<file path="config.mk">
export PLATFORM = sky130hd
export DESIGN_NAME = mem_port_arbiter
export DESIGN_NICKNAME = d
export VERILOG_FILES = /design/src/rtl/mem_port_arbiter.sv
export SDC_FILE = /design/constraint.sdc
export NUM_CORES = 1
export LEC_CHECK = 0
export ABC_AREA = 1
export CAP_MARGIN = 20
export CORE_MARGIN = 2
export CORE_UTILIZATION = 43
export CTS_CLUSTER_SIZE = 40
export DETAILED_ROUTE_END_ITERATION = 16
export GPL_TIMING_DRIVEN = 0
export PLACE_DENSITY = 0.89
export SLEW_MARGIN = 20
export SYNTH_ARGS = -nofsm -noshare
export SYNTH_HDL_FRONTEND = slang
export SYNTH_SLANG_ARGS = --single-unit
</file>
<file path="constraint.sdc">
create_clock -name clk -period 2.1 [get_ports clk]
set_clock_uncertainty 0.05 [all_clocks]
set_input_delay 0.21 -clock clk [delete_from_list [all_inputs] [get_ports clk]]
set_output_delay 0.21 -clock clk [all_outputs]
set_load 0.005 [all_outputs]
</file>
<file path="src/rtl/mem_port_arbiter.sv">
// Shared memory port arbiter: grants the single memory port to the fetch (I) or
// load/store (D) requester, runs a req/ready handshake, and converts a stalled
// access into an error acknowledge after a bounded number of wait cycles.
module mem_port_arbiter #(
    parameter int unsigned AW      = 32,
    parameter int unsigned DW      = 32,
    parameter int unsigned TIMEOUT = 255
) (
    input  logic          clk,
    input  logic          rst,
    input  logic          i_req,
    input  logic [AW-1:0] i_addr,
    output logic          i_ack,
    output logic          i_err,
    output logic [DW-1:0] i_rdata,
    input  logic          d_req,
    input  logic          d_we,
    input  logic [3:0]    d_be,
    input  logic [AW-1:0] d_addr,
    input  logic [DW-1:0] d_wdata,
    output logic          d_ack,
    output logic          d_err,
    output logic [DW-1:0] d_rdata,
    output logic          m_req,
    output logic          m_we,
    output logic [3:0]    m_be,
    output logic [AW-1:0] m_addr,
    output logic [DW-1:0] m_wdata,
    input  logic [DW-1:0] m_rdata,
    input  logic          m_ready,
    output logic          busy
);

    localparam int unsigned TW = $clog2(TIMEOUT + 1);

    typedef enum logic [1:0] {StIdle, StGntI, StGntD} state_e;

    state_e        state_q, state_d;
    logic [TW-1:0] timer_q, timer_d;
    logic [TW-1:0] timer_inc;
    logic          last_was_d_q, last_was_d_d;  // 1: D was served most recently
    logic          m_we_q, m_we_d;
    logic [3:0]    m_be_q, m_be_d;
    logic [AW-1:0] m_addr_q, m_addr_d;
    logic [DW-1:0] m_wdata_q, m_wdata_d;
    logic          i_ack_q, i_ack_d, i_err_q, i_err_d;
    logic          d_ack_q, d_ack_d, d_err_q, d_err_d;
    logic [DW-1:0] i_rdata_q, i_rdata_d, d_rdata_q, d_rdata_d;
    logic          i_elig, d_elig;

    // A requester still sees its req high during its own ack cycle; mask it there.
    assign i_elig    = i_req & ~i_ack_q;
    assign d_elig    = d_req & ~d_ack_q;
    assign timer_inc = timer_q + TW'(1);

    // Next-state: arbitration in idle, completion or timeout while granted.
    always_comb begin
        state_d      = state_q;
        timer_d      = timer_q;
        last_was_d_d = last_was_d_q;
        m_we_d       = m_we_q;
        m_be_d       = m_be_q;
        m_addr_d     = m_addr_q;
        m_wdata_d    = m_wdata_q;
        i_ack_d      = 1'b0;
        i_err_d      = 1'b0;
        d_ack_d      = 1'b0;
        d_err_d      = 1'b0;
        i_rdata_d    = i_rdata_q;
        d_rdata_d    = d_rdata_q;
        case (state_q)
            StIdle: begin
                if (i_elig && (!d_elig || last_was_d_q)) begin
                    state_d      = StGntI;
                    last_was_d_d = 1'b0;
                    m_we_d       = 1'b0;
                    m_be_d       = 4'b1111;
                    m_addr_d     = i_addr;
                    m_wdata_d    = '0;
                end else if (d_elig) begin
                    state_d      = StGntD;
                    last_was_d_d = 1'b1;
                    m_we_d       = d_we;
                    m_be_d       = d_be;
                    m_addr_d     = d_addr;
                    m_wdata_d    = d_wdata;
                end
            end
            StGntI, StGntD: begin
                if (m_ready) begin
                    state_d = StIdle;
                    timer_d = '0;
                    if (state_q == StGntI) begin
                        i_ack_d   = 1'b1;
                        i_rdata_d = m_rdata;
                    end else begin
                        d_ack_d   = 1'b1;
                        d_rdata_d = m_rdata;
                    end
                end else if (timer_inc == TW'(TIMEOUT)) begin
                    state_d = StIdle;
                    timer_d = '0;
                    if (state_q == StGntI) begin
                        i_ack_d   = 1'b1;
                        i_err_d   = 1'b1;
                        i_rdata_d = '0;
                    end else begin
                        d_ack_d   = 1'b1;
                        d_err_d   = 1'b1;
                        d_rdata_d = '0;
                    end
                end else begin
                    timer_d = timer_inc;
                end
            end
            default: state_d = StIdle;
        endcase
    end

    // State and registered outputs, synchronous reset.
    always_ff @(posedge clk) begin
        if (rst) begin
            state_q      <= StIdle;
            timer_q      <= '0;
            last_was_d_q <= 1'b1;
            m_we_q       <= 1'b0;
            m_be_q       <= '0;
            m_addr_q     <= '0;
            m_wdata_q    <= '0;
            i_ack_q      <= 1'b0;
            i_err_q      <= 1'b0;
            d_ack_q      <= 1'b0;
            d_err_q      <= 1'b0;
            i_rdata_q    <= '0;
            d_rdata_q    <= '0;
        end else begin
            state_q      <= state_d;
            timer_q      <= timer_d;
            last_was_d_q <= last_was_d_d;
            m_we_q       <= m_we_d;
            m_be_q       <= m_be_d;
            m_addr_q     <= m_addr_d;
            m_wdata_q    <= m_wdata_d;
            i_ack_q      <= i_ack_d;
            i_err_q      <= i_err_d;
            d_ack_q      <= d_ack_d;
            d_err_q      <= d_err_d;
            i_rdata_q    <= i_rdata_d;
            d_rdata_q    <= d_rdata_d;
        end
    end

    assign busy    = (state_q != StIdle);
    assign m_req   = busy;
    assign m_we    = m_we_q;
    assign m_be    = m_be_q;
    assign m_addr  = m_addr_q;
    assign m_wdata = m_wdata_q;
    assign i_ack   = i_ack_q;
    assign i_err   = i_err_q;
    assign i_rdata = i_rdata_q;
    assign d_ack   = d_ack_q;
    assign d_err   = d_err_q;
    assign d_rdata = d_rdata_q;

endmodule

</file>
# ---- Word-level counts from Yosys, hierarchy flattened
# Cells that the tools add are included.
dict set report totals {
  regBits 148
  latchBits 0
  ramBits 0
  romBits 0
  inputBits 138
  word_cells 70
  memories 0
}
dict set report classes {
  add_sub_neg 1
  n_mul 0
  div_mod_pow 0
  order_cmp 0
  n_eq_ne 5
  n_shift 0
  mux 31
  bitwise_logic 6
  reduce_logical 14
}
# operator count
set op_table {}
lappend op_table {{$mux W32} 12}
lappend op_table {{$mux W8} 2}
lappend op_table {{$mux W1} 10}
lappend op_table {{$add A8 B1 Y8 const B} 1}
lappend op_table {{$eq A8 B8 Y1 const B} 1}
lappend op_table {{$mux W2} 4}
lappend op_table {{$mux W4} 2}
lappend op_table {{$ne A3 B3 Y1 const B} 2}
lappend op_table {{$reduce_and A3 Y1} 2}
lappend op_table {{$reduce_bool A2 Y1} 3}
lappend op_table {{$not A1 Y1} 4}
lappend op_table {{$pmux W2 S2} 1}
lappend op_table {{$reduce_and A2 Y1} 2}
lappend op_table {{$reduce_or A2 Y1} 2}
lappend op_table {{$reduce_or A3 Y1} 1}
lappend op_table {{$and A1 B1 Y1} 2}
lappend op_table {{$eq A2 B1 Y1 const B} 1}
lappend op_table {{$eq A2 B2 Y1 const B} 1}
lappend op_table {{$logic_not A2 Y1} 1}
lappend op_table {{$logic_and A1 B1 Y1} 1}
lappend op_table {{$logic_not A1 Y1} 1}
lappend op_table {{$logic_or A1 B1 Y1} 1}

# ---- Longest topological paths before layout
# Gate-level depths: netlist (run 1).
dict set report logic_depth {
  ltp_word 7
  ltp_mapped 14
  mapped_depth_nobuf 13
}

# ---- Worst setup path after synthesis (run 1)
# OpenSTA, ideal clock, no wires.
dict set report synth_timing {
  path_kind {flip-flop to flip-flop}
  startpoint {reg timer_q[1]}
  endpoint {reg i_rdata_q[24], in the netlist i_rdata[24]}
  setup_ns 0.110
  arrival_ns 1.651
  setup_slack_ns 0.289
  stages_incl_launch_ff 13
  period_less_slack_ns 1.811
  path_cell_list {dfxtp_1 ha_1 nand3_1 o21bai_1 nand2_1 nor2_1 nand2_2 nand2_4 buf_4 buf_6 nand4_1 nand2_1 nor2_1}
}
dict set report synth_via {
  elab_chain_len 4
}
# element line_no
set synth_rtl {}
lappend synth_rtl {{start: declaration} 39} ;# logic [TW-1:0] timer_q, timer_d;
lappend synth_rtl {{start signal: assignment} 138} ;# timer_q <= timer_d;
lappend synth_rtl {{$add A8 B1 Y8} 54} ;# assign timer_inc = timer_q + TW'(1);
lappend synth_rtl {{$eq A8 B8 Y1} 100} ;# end else if (timer_inc == TW'(TIMEOUT)) begin
lappend synth_rtl {{$reduce_bool A2 Y1 (no line)} -}
lappend synth_rtl {{$reduce_and A3 Y1 (no line)} -}
lappend synth_rtl {{end signal: assignment} 148} ;# i_rdata_q <= i_rdata_d;
lappend synth_rtl {{end: declaration} 48} ;# logic [DW-1:0] i_rdata_q, i_rdata_d, d_rdata_q, d_rdata_d;
# Every way passes these cells.
# A chain may end at the register's enable or synchronous reset.

# ---- Worst setup path in the final report (run 1)
dict set report layout_timing {
  startpoint {reg state_q[0]}
  endpoint {out m_req}
}
dict set report layout_via {
  elab_chain_len 1
}
# element line_no
set layout_rtl {}
lappend layout_rtl {{start: declaration} 38} ;# state_e state_q, state_d;
lappend layout_rtl {{start signal: assignment} 123} ;# state_q <= StIdle;
lappend layout_rtl {{start signal: assignment} 137} ;# state_q <= state_d;
lappend layout_rtl {{$reduce_bool A2 Y1} 153} ;# assign busy = (state_q != StIdle);
lappend layout_rtl {{end: declaration} 24} ;# output logic m_req,
# Every way passes these cells.

==> results.cfg, run 1 <==
[run_status]
run_status = completed

[flow_run]
max_cap_viol_count = 0

[hold_path]
min_from = d_wdata[0]
worst_hold_path.endpoint = m_wdata[0]
hold_path_depth = 3
hold_path_class = in2reg

[timing]
least_margin_pin_slew_ns = 0.604
finish_stage_setup_viols = 0
finalMaxSlewViolations = 0
final.hold.worst_slack_ns = 0.354
finalCritPeriodShare_pct = 94.1
timing.final.crit_period_ns = 1.98
slew_headroom_pct = 59.8
report.final.hold_viol_count = 0
unrepaired_setup_endpoints_after_global_routing = yes
maxClockFrequency_mhz = 506

[worst_setup_path]
critPathRequiredTime_ns = 1.84
path_common_cell = sky130_fd_sc_hd__inv_1
r2r.worst_path.cells = 10
path_delay_family = buffers and inverters
worstPathMaxFanout = 8
timing.critical_path.arrival_ns = 1.72
critPathMaxStageDelay_ns = 0.48
timing.reg2reg.setup_slack_ns = 0.17
r2r_start = d_ack
crit_slowest_cell = sky130_fd_sc_hd__clkdlybuf4s50_1
end_kind = output port
timing.critical_path.buf_inv = 4
critical_path.reg2reg.endpoint = m_wdata[28]
critical_path.startpoint_type = flop
critical_path.cell_chain = inv_1 -> ha_4 -> inv_1 -> buf_4 -> clkdlybuf4s50_1
setup_crit_path_kind = reg2out

[floorplanning]
core-area_mm2 = 0.0153
floorplan.die_area_mm2 = 0.0167
die_outline_width_um = 129
floorplan.die.height_um = 129
floorplan.rows = 45
start_util_pct = 44.2
boundaryPins = 277

[final_layout]
nets = 1453
final_cell_count_no_fill = 1535
num-fill-cells = 1249
post_route_cells_drive_above_1_share_pct = 6.12
n_antenna_cell = 0
final_core_util_pct = 68.2
syn2layout_area_growth_pct = 54.1

[synth]
postSynthCellCount = 1017
ys_ff_latch = 148
syn_area_mm2 = 0.00675
synth_top_cell_by_area = sky130_fd_sc_hd__dfxtp_1
ys_warn_count = 0
synth_cell_type_count = 26
yosysTopAreaCellShare_pct = 43.9
ys_top_cells_by_area = sky130_fd_sc_hd__dfxtp_1 (44%), sky130_fd_sc_hd__nand2_1 (16%), sky130_fd_sc_hd__inv_1 (11%)
avgSynthCellArea_um2 = 6.64
yosysSeqAreaShare_pct = 43.9
mappedNetlistNets = 1159

[clock_network]
worstSkewPairLatency_ns = 0.42
cts.path.max_buffers = 2
cts.root.buffer_cell = sky130_fd_sc_hd__clkbuf_16
ctsHtreeMaxLevel = 4
cts.clk_slew.worst_paths_ns = 0.07
cts_tree = done
cts_buffers = 17
clock_sinks = 148

[global_routing]
grt_pass1_vias = 6661
wire_length_of_the_first_global_routing_pass_um = 32900
antenna_found_initial = 0
globalRouteOverflowTotal = 0
grt_usage_pct = 25.4
grt_max_degree = 17

[place]
post_dp_hpwl_um = 16400
dpl.cell_count = 1503
placement.io_buffers = 275
gpl_wtd_cong = 0.895

[power_and_ir_drop]
power_density_mw_per_mm2 = 837
overall_power_mw = 8.71
leakagePower_nw = 4.95
peakVddDrop_mv = 0.563

[routing]
finalWirelength_um = 21400
drt_pre_antenna_iters = 6
postRouteAntennaNets = 0
drt-vias-per-instance = 4.65
drt_iter0_drc = 462
route.vias.total = 7134
routed_wire_length_per_instance_um = 14.0
drcViolationCount = 0
## placed cells by master, fill, tap and decap left out, types with 2 or more instances in the layout
| cell type | Yosys | layout |
|---|---|---|
| sky130_fd_sc_hd__buf_2 | 13 | 10 |
| sky130_fd_sc_hd__nor3_1 | 2 | 2 |
| sky130_fd_sc_hd__dfxtp_1 | 148 | 146 |
| sky130_fd_sc_hd__inv_1 | 195 | 195 |
| sky130_fd_sc_hd__clkbuf_1 | 20 | 17 |
| sky130_fd_sc_hd__a21oi_1 | 44 | 44 |
| sky130_fd_sc_hd__nand3_2 | 1 | 3 |
| sky130_fd_sc_hd__clkbuf_2 | 0 | 2 |
| sky130_fd_sc_hd__clkbuf_16 | 0 | 17 |
| sky130_fd_sc_hd__ha_4 | 0 | 2 |
| sky130_fd_sc_hd__inv_6 | 0 | 5 |
| sky130_fd_sc_hd__dfxtp_4 | 0 | 2 |
| sky130_fd_sc_hd__nand4_1 | 31 | 31 |
| sky130_fd_sc_hd__clkinv_4 | 0 | 3 |
| sky130_fd_sc_hd__nand2_2 | 4 | 5 |
| sky130_fd_sc_hd__clkdlybuf4s50_1 | 0 | 275 |
| sky130_fd_sc_hd__nor2_1 | 151 | 150 |
| sky130_fd_sc_hd__o21ai_0 | 38 | 38 |
| sky130_fd_sc_hd__clkinvlp_4 | 0 | 2 |
| sky130_fd_sc_hd__buf_1 | 13 | 13 |
| sky130_fd_sc_hd__buf_6 | 9 | 10 |
| sky130_fd_sc_hd__inv_2 | 2 | 2 |
| sky130_fd_sc_hd__nand2_1 | 287 | 286 |
| sky130_fd_sc_hd__o21a_1 | 3 | 3 |
| sky130_fd_sc_hd__a22oi_1 | 33 | 33 |
| sky130_fd_sc_hd__nand3_1 | 7 | 5 |
| sky130_fd_sc_hd__ha_1 | 4 | 2 |
| sky130_fd_sc_hd__inv_8 | 0 | 3 |
| sky130_fd_sc_hd__nand3_4 | 2 | 2 |
| sky130_fd_sc_hd__buf_4 | 5 | 7 |
## final cells by class
| cell class | count | area [µm²] | area share (%) |
|---|---|---|---|
| sequential | 148 | 2970 | 28.6 |
| clock inverter | 15 | 140 | 1.35 |
| buffer | 59 | 338 | 3.25 |
| inverter | 198 | 743 | 7.15 |
| timing repair buffer | 276 | 2760 | 26.5 |
| tap | 211 | 264 | 2.54 |
| multi-input combinational | 611 | 2760 | 26.5 |
| clock buffer | 17 | 425 | 4.09 |
## synthesized netlist by cell type
cell,instances
sky130_fd_sc_hd__nand3_2,1
sky130_fd_sc_hd__ha_1,4
sky130_fd_sc_hd__buf_6,9
sky130_fd_sc_hd__or2_1,1
sky130_fd_sc_hd__dfxtp_1,148
sky130_fd_sc_hd__o21a_1,3
sky130_fd_sc_hd__nor2_2,1
sky130_fd_sc_hd__o21bai_1,1
sky130_fd_sc_hd__inv_2,2
sky130_fd_sc_hd__nand3_4,2
sky130_fd_sc_hd__inv_1,195
sky130_fd_sc_hd__nand2_1,287
sky130_fd_sc_hd__a22oi_1,33
sky130_fd_sc_hd__nand2_4,1
sky130_fd_sc_hd__clkbuf_1,20
sky130_fd_sc_hd__nand2_2,4
sky130_fd_sc_hd__buf_2,13
sky130_fd_sc_hd__nor2_1,151
sky130_fd_sc_hd__clkinv_1,1
sky130_fd_sc_hd__nand4_1,31
sky130_fd_sc_hd__buf_4,5
sky130_fd_sc_hd__o21ai_0,38
sky130_fd_sc_hd__a21oi_1,44
sky130_fd_sc_hd__buf_1,13
sky130_fd_sc_hd__nand3_1,7
sky130_fd_sc_hd__nor3_1,2
## worst reg2reg max path: stages (launching register included)
cell                      delay (ns)
sky130_fd_sc_hd__dfxtp_1        0.31
sky130_fd_sc_hd__inv_1          0.05
sky130_fd_sc_hd__nand2_1        0.08
sky130_fd_sc_hd__or2_1          0.22
sky130_fd_sc_hd__nand2_2        0.17
sky130_fd_sc_hd__nand2_2        0.14
sky130_fd_sc_hd__nand2_2        0.23
sky130_fd_sc_hd__nor2_4         0.09
sky130_fd_sc_hd__buf_2          0.19
sky130_fd_sc_hd__a22oi_1        0.20
sky130_fd_sc_hd__nor2_1         0.07
## report_power, final
part           internal [mW]  switching (mW)
logic                   1.23            1.23
clock network           1.57            1.35
registers               3.14           0.182
total                   5.94            2.77
## how the worst max path moves through the flow
stage                          start           to  slack (ns)  cells after the start
after floorplan           timer_q[1]  i_rdata[24]        0.29                     12
after global placement         i_req      m_be[3]       -0.37                     10
after detailed placement       i_req      m_be[3]       -0.38                     10
after CTS                      d_ack  m_wdata[28]        0.06                     10
after global routing      timer_q[1]  i_rdata[14]       -0.02                     12
final                     state_q[0]        m_req        0.12                      5
## stage by stage
stage                     setup slack [ns]  TNS [ns]  instance area, µm²
after floorplan                      0.289         0                6750
after global placement              -0.365    -14.32                9770
after detailed placement            -0.379    -16.48                9770
after CTS                           0.0559         0               10300
after global routing               -0.0191   -0.0191               10400
final                                0.124         0               10400
## what timing repair did
item                       CTS  global route
setup buffers                0             1
resized for setup            3            20
setup endpoints to repair   13           128
hold buffers                 0             0
pin swaps                    0             2
## kinds of logic after synthesis
| logic type | Yosys count | synth area share [%] |
|---|---|---|
| adders and majority gates | 4 | 0.742 |
| DFF | 148 | 43.9 |
| buffers and inverters | 258 | 15.9 |
| and+or+nand+nor | 488 | 29.3 |
| AOI/OAI and AO/OA | 119 | 10.2 |
## registers in the layout, indices dropped and copies added (netlist names)
register      cells
m_be              4
m_addr           32
timer_q           8
m_wdata          32
d_ack             1
i_err             1
i_ack             1
m_we              1
last_was_d_q      1
state_q           2
d_err             1
d_rdata          32
i_rdata          32
## layer usage
layer	wire length, µm	share of wire, %	vias to the layer above	GRT usage, %
met5	0	0	-	0
met3	1800	8.4	42	7.68
met2	10800	50	294	45.9
li1	-	-	3660	-
met1	8240	38	3138	28.2
met4	629	2.9	0	9.21
(Power assumes the default switching activity.)
==> run 2, diff against run 1 <==
- CTS_CLUSTER_DIAMETER: unset -> 100
==> results of run 2 <==
No change in the layout: final DEF, timing and power equal those of run 1.
==> RTL edit 1 (config.mk and constraints of run 2) <==
Put one more register stage on the output `d_err`, with the module's reset. The value now appears one clock later. The other outputs are not delayed to match.
--- a/src/rtl/mem_port_arbiter.sv
+++ b/src/rtl/mem_port_arbiter.sv
@@ -160,7 +160,13 @@
     assign i_err   = i_err_q;
     assign i_rdata = i_rdata_q;
     assign d_ack   = d_ack_q;
-    assign d_err   = d_err_q;
+    always_ff @(posedge clk) begin
+        if (rst) begin
+            d_err <= '0;
+        end else begin
+            d_err <= d_err_q;
+        end
+    end
     assign d_rdata = d_rdata_q;
 
 endmodule
Function: no difference found for any inputs over 4 cycles, from zero or initial values and one cycle with rst high; that may be too few to reach the edited logic, so the function may still have changed.
==> RTL edit 1 against run 2 <==
- synthesized area shrank 0.57%
- sequential cell count increased by 1
- critical path type is now register to register
- die area is 0.56% lower
- routed wire length about the same
- cell area is 0.18% higher
- setup slack got worse by 0.076 ns
- register-to-register slack lost 0.12 ns
- power up 2.7%
- synthesized cell count rose by 0.20%
==> RTL edit 1: results (changes against run 2) <==
Post-Syn Area per Cell - 6.59 um^2 (-0.77%)
sequential cell area share - 28.7% (+0.15 points)
max_slew headroom - 59.9% (+0.17 points)
Post-Route Utilization - 68.5% (+0.38 points)
Placed Instance Area - 9700 um^2 (-0.69%)
fin cells - 1,514 (-1.4%)
most instantiated cells after synthesis - nand2_1, inv_1, nor2_1, dfxtp_1, a21oi_1
layout cell share with drive strength beyond 1 - 5.88% (-0.24 points)
status - complete, no violations
peak supply drop - 0.000519 V (-7.9%)
Comb power frac - 27.2% (-1.1 points)
Multi-input gate area - 2760 um^2 (about the same)
wirelength, routed - 21,400 um (about the same)
crit-path leading delay family - simple AND/OR/NAND/NOR gates
DR iter-0 viols - 418 (-9.5%)
Seq/Total Area, Yosys - 44.5% (+0.55 points)
Multi-In Gates - 612 (+0.16%)
Final Wtd Congestion - 0.878 (-1.8%)
multi-input combinational area share - 26.5% (-0.036 points)
Total GRT Usage - 25.3% (-0.080 points)
Fill cells - 1,257 (+0.64%)
met1 Usage GRT - 27.2% (-0.97 points)
Synth cell types - 25 (-3.8%)
signal buffers share of area - 29.5% (-0.27 points)
grt met2 use - 44.8% (-1.1 points)
clock buf count - 19 (+2)
[RTL edit 1: routing by layer]
metal,vias to the layer above,share of wire [%],wire (um)
met2,335,49,10500
met5,-,0,0
li1,3646,-,-
met4,0,4.0,866
met1,3125,38,8130
met3,65,8.8,1890
[RTL edit 1: cells by family (layout without fill, tap and decap cells)]
kind of cell | after synthesis | after routing
AO/OA/AOI/OAI | 119 | 119
flip-flops | 149 | 149
adder cells (fa/ha/maj) | 4 | 4
AND/OR/NAND/NOR | 489 | 489
buffers and inverters | 258 | 565
[RTL edit 1: final timing paths]
check / slack (ns) / depth (start not counted) / end
setup reg to reg: 0.05 / 11 / d_rdata[4]
hold / removal: 0.24 / 5 / i_rdata[8]
setup / recovery: 0.05 / 11 / d_rdata[4]
hold reg to reg: 0.40 / 2 / d_err
[RTL edit 1: what timing repair did]
item / CTS / global route
cloned: 0 / 0
endpoints found under the setup margin: 103 / 99
pin swaps: 1 / 0
hold buffers: 0 / 0
gates resized for setup: 9 / 29
setup buffers: 1 / 0
==> RTL edit 2 (flow settings as in run 2) <==
Without the edit above. `DW`: 32 -> 64.
--- a/src/rtl/mem_port_arbiter.sv
+++ b/src/rtl/mem_port_arbiter.sv
@@ -3,7 +3,7 @@
 // access into an error acknowledge after a bounded number of wait cycles.
 module mem_port_arbiter #(
     parameter int unsigned AW      = 32,
-    parameter int unsigned DW      = 32,
+    parameter int unsigned DW      = 64,
     parameter int unsigned TIMEOUT = 255
 ) (
     input  logic          clk,
Interface: changed (5 resized); port bits go from 277 to 437. No check against the original RTL was run, so the function may have changed too.
==> RTL edit 2 against run 2 <==
- routed wire length grew 91%
- sequential cell count rose by 96
- register-to-register slack lost 0.11 ns
- clock power fell by 13%
- sequential share of layout area grew 1.7 points
- core utilization down 2.1 points
- hold slack got worse by 0.078 ns
- non-clock buffer count grew 211
- cell area increased by 55%
- synthesized cell count rose by 59%
- setup slack got worse by 0.077 ns
- synthesized area rose by 60%
- global-route usage rose by 4.1 points
- power up 38%
==> RTL edit 2: results (changes against run 2) <==
status - complete, no violations
measured slew at the worst slew-check pin - 0.707 ns (+0.104 ns)
DR iter-0 viols - 734 (+59%)
R2R cell count - 13 (+3)
CP arrival - 1.79 ns (+0.07 ns)
cells after synthesis - 1,621 (+59%)
part of the power in registers - 45.4% (+7.2 points)
DR vias - 11,600 (+62%)
setup slack, reg-to-reg - 0.06 ns (-0.11 ns)
post-CTS setup buffer count - 6 (+6)
post_cts resized - 33 (+30)
Total GRT Usage - 29.5% (+4.1 points)
P_leak - 7.65 nW (+55%)
R2R Path End - i_rdata[60]
Final #Nets - 2,282 (+57%)
hold wc startpoint - d_wdata[38]
most instantiated cells after synthesis - nand2_1, inv_1, nor2_1, dfxtp_1, a22oi_1
Pre-Repair DR Iteration Count - 5 (-1)
Clk Latency, worst-skew pair - 0.49 ns (+0.07 ns)
ranking of synthesized cells by area - dfxtp_1, nand2_1, inv_1
peak supply drop - 0.000750 V (+33%)
Post-Place Worst Slack - -0.577 ns (-0.198 ns)
syn nets - 1,827 (+58%)
fin cells - 2,405 (+57%)
RR Startpoint - timer_q[1]
Hold WS - 0.276 ns (-0.0779 ns)
Hold Path End - m_wdata[38]
initial antenna violation count - 1 (+1)
CTS clk-pin slew, worst paths - 0.14 ns (+0.07 ns)
Synth cell types - 25 (-3.8%)
Synth Area in Adders - 0.465% (-0.28 points)
Final Wtd Congestion - 0.938 (+4.8%)
Clock net power - 0.00254 W (-13%)
largest net degree at the start of global routing - 41 (+24)
Switching Share - 32.6% (+0.78 points)
# H-tree levels - 1 (-3)
-- RTL edit 2: final cells by class --
class                      count  area [um^2]
timing repair buffer         445         4450
buffer                       101          569
sequential                   244         4900
clock inverter                 6         48.8
inverter                     310         1170
antenna                        1         2.50
clock buffer                  11          275
tap                          324          405
multi-input combinational    963         4350
fill                        2057         8300
-- RTL edit 2: worst max-delay path by stage --
stage,endpoint,slack [ns]
2_1_floorplan,i_rdata[26],0.22
3_3_place_gp,m_wdata[48],-0.49
3_5_place_dp,m_wdata[51],-0.58
4_1_cts,d_rdata[20],0.003
5_1_grt,d_rdata[3],-0.07
6_report,m_req,0.05
-- RTL edit 2: critical path: stages (launching register included) --
cell and delay [ns]:
dfxtp_2 0.36, inv_1 0.08, ha_4 0.20, inv_2 0.07
buf_4 0.10, clkdlybuf4s50_1 0.52
-- RTL edit 2: routing by layer --
metal,vias to the layer above,wire (um),track usage (%)
met4,0,2080,14.6
met5,-,0,0
met1,5233,14600,30.4
met2,519,20600,54.8
li1,5748,-,-
met3,92,3510,8.40
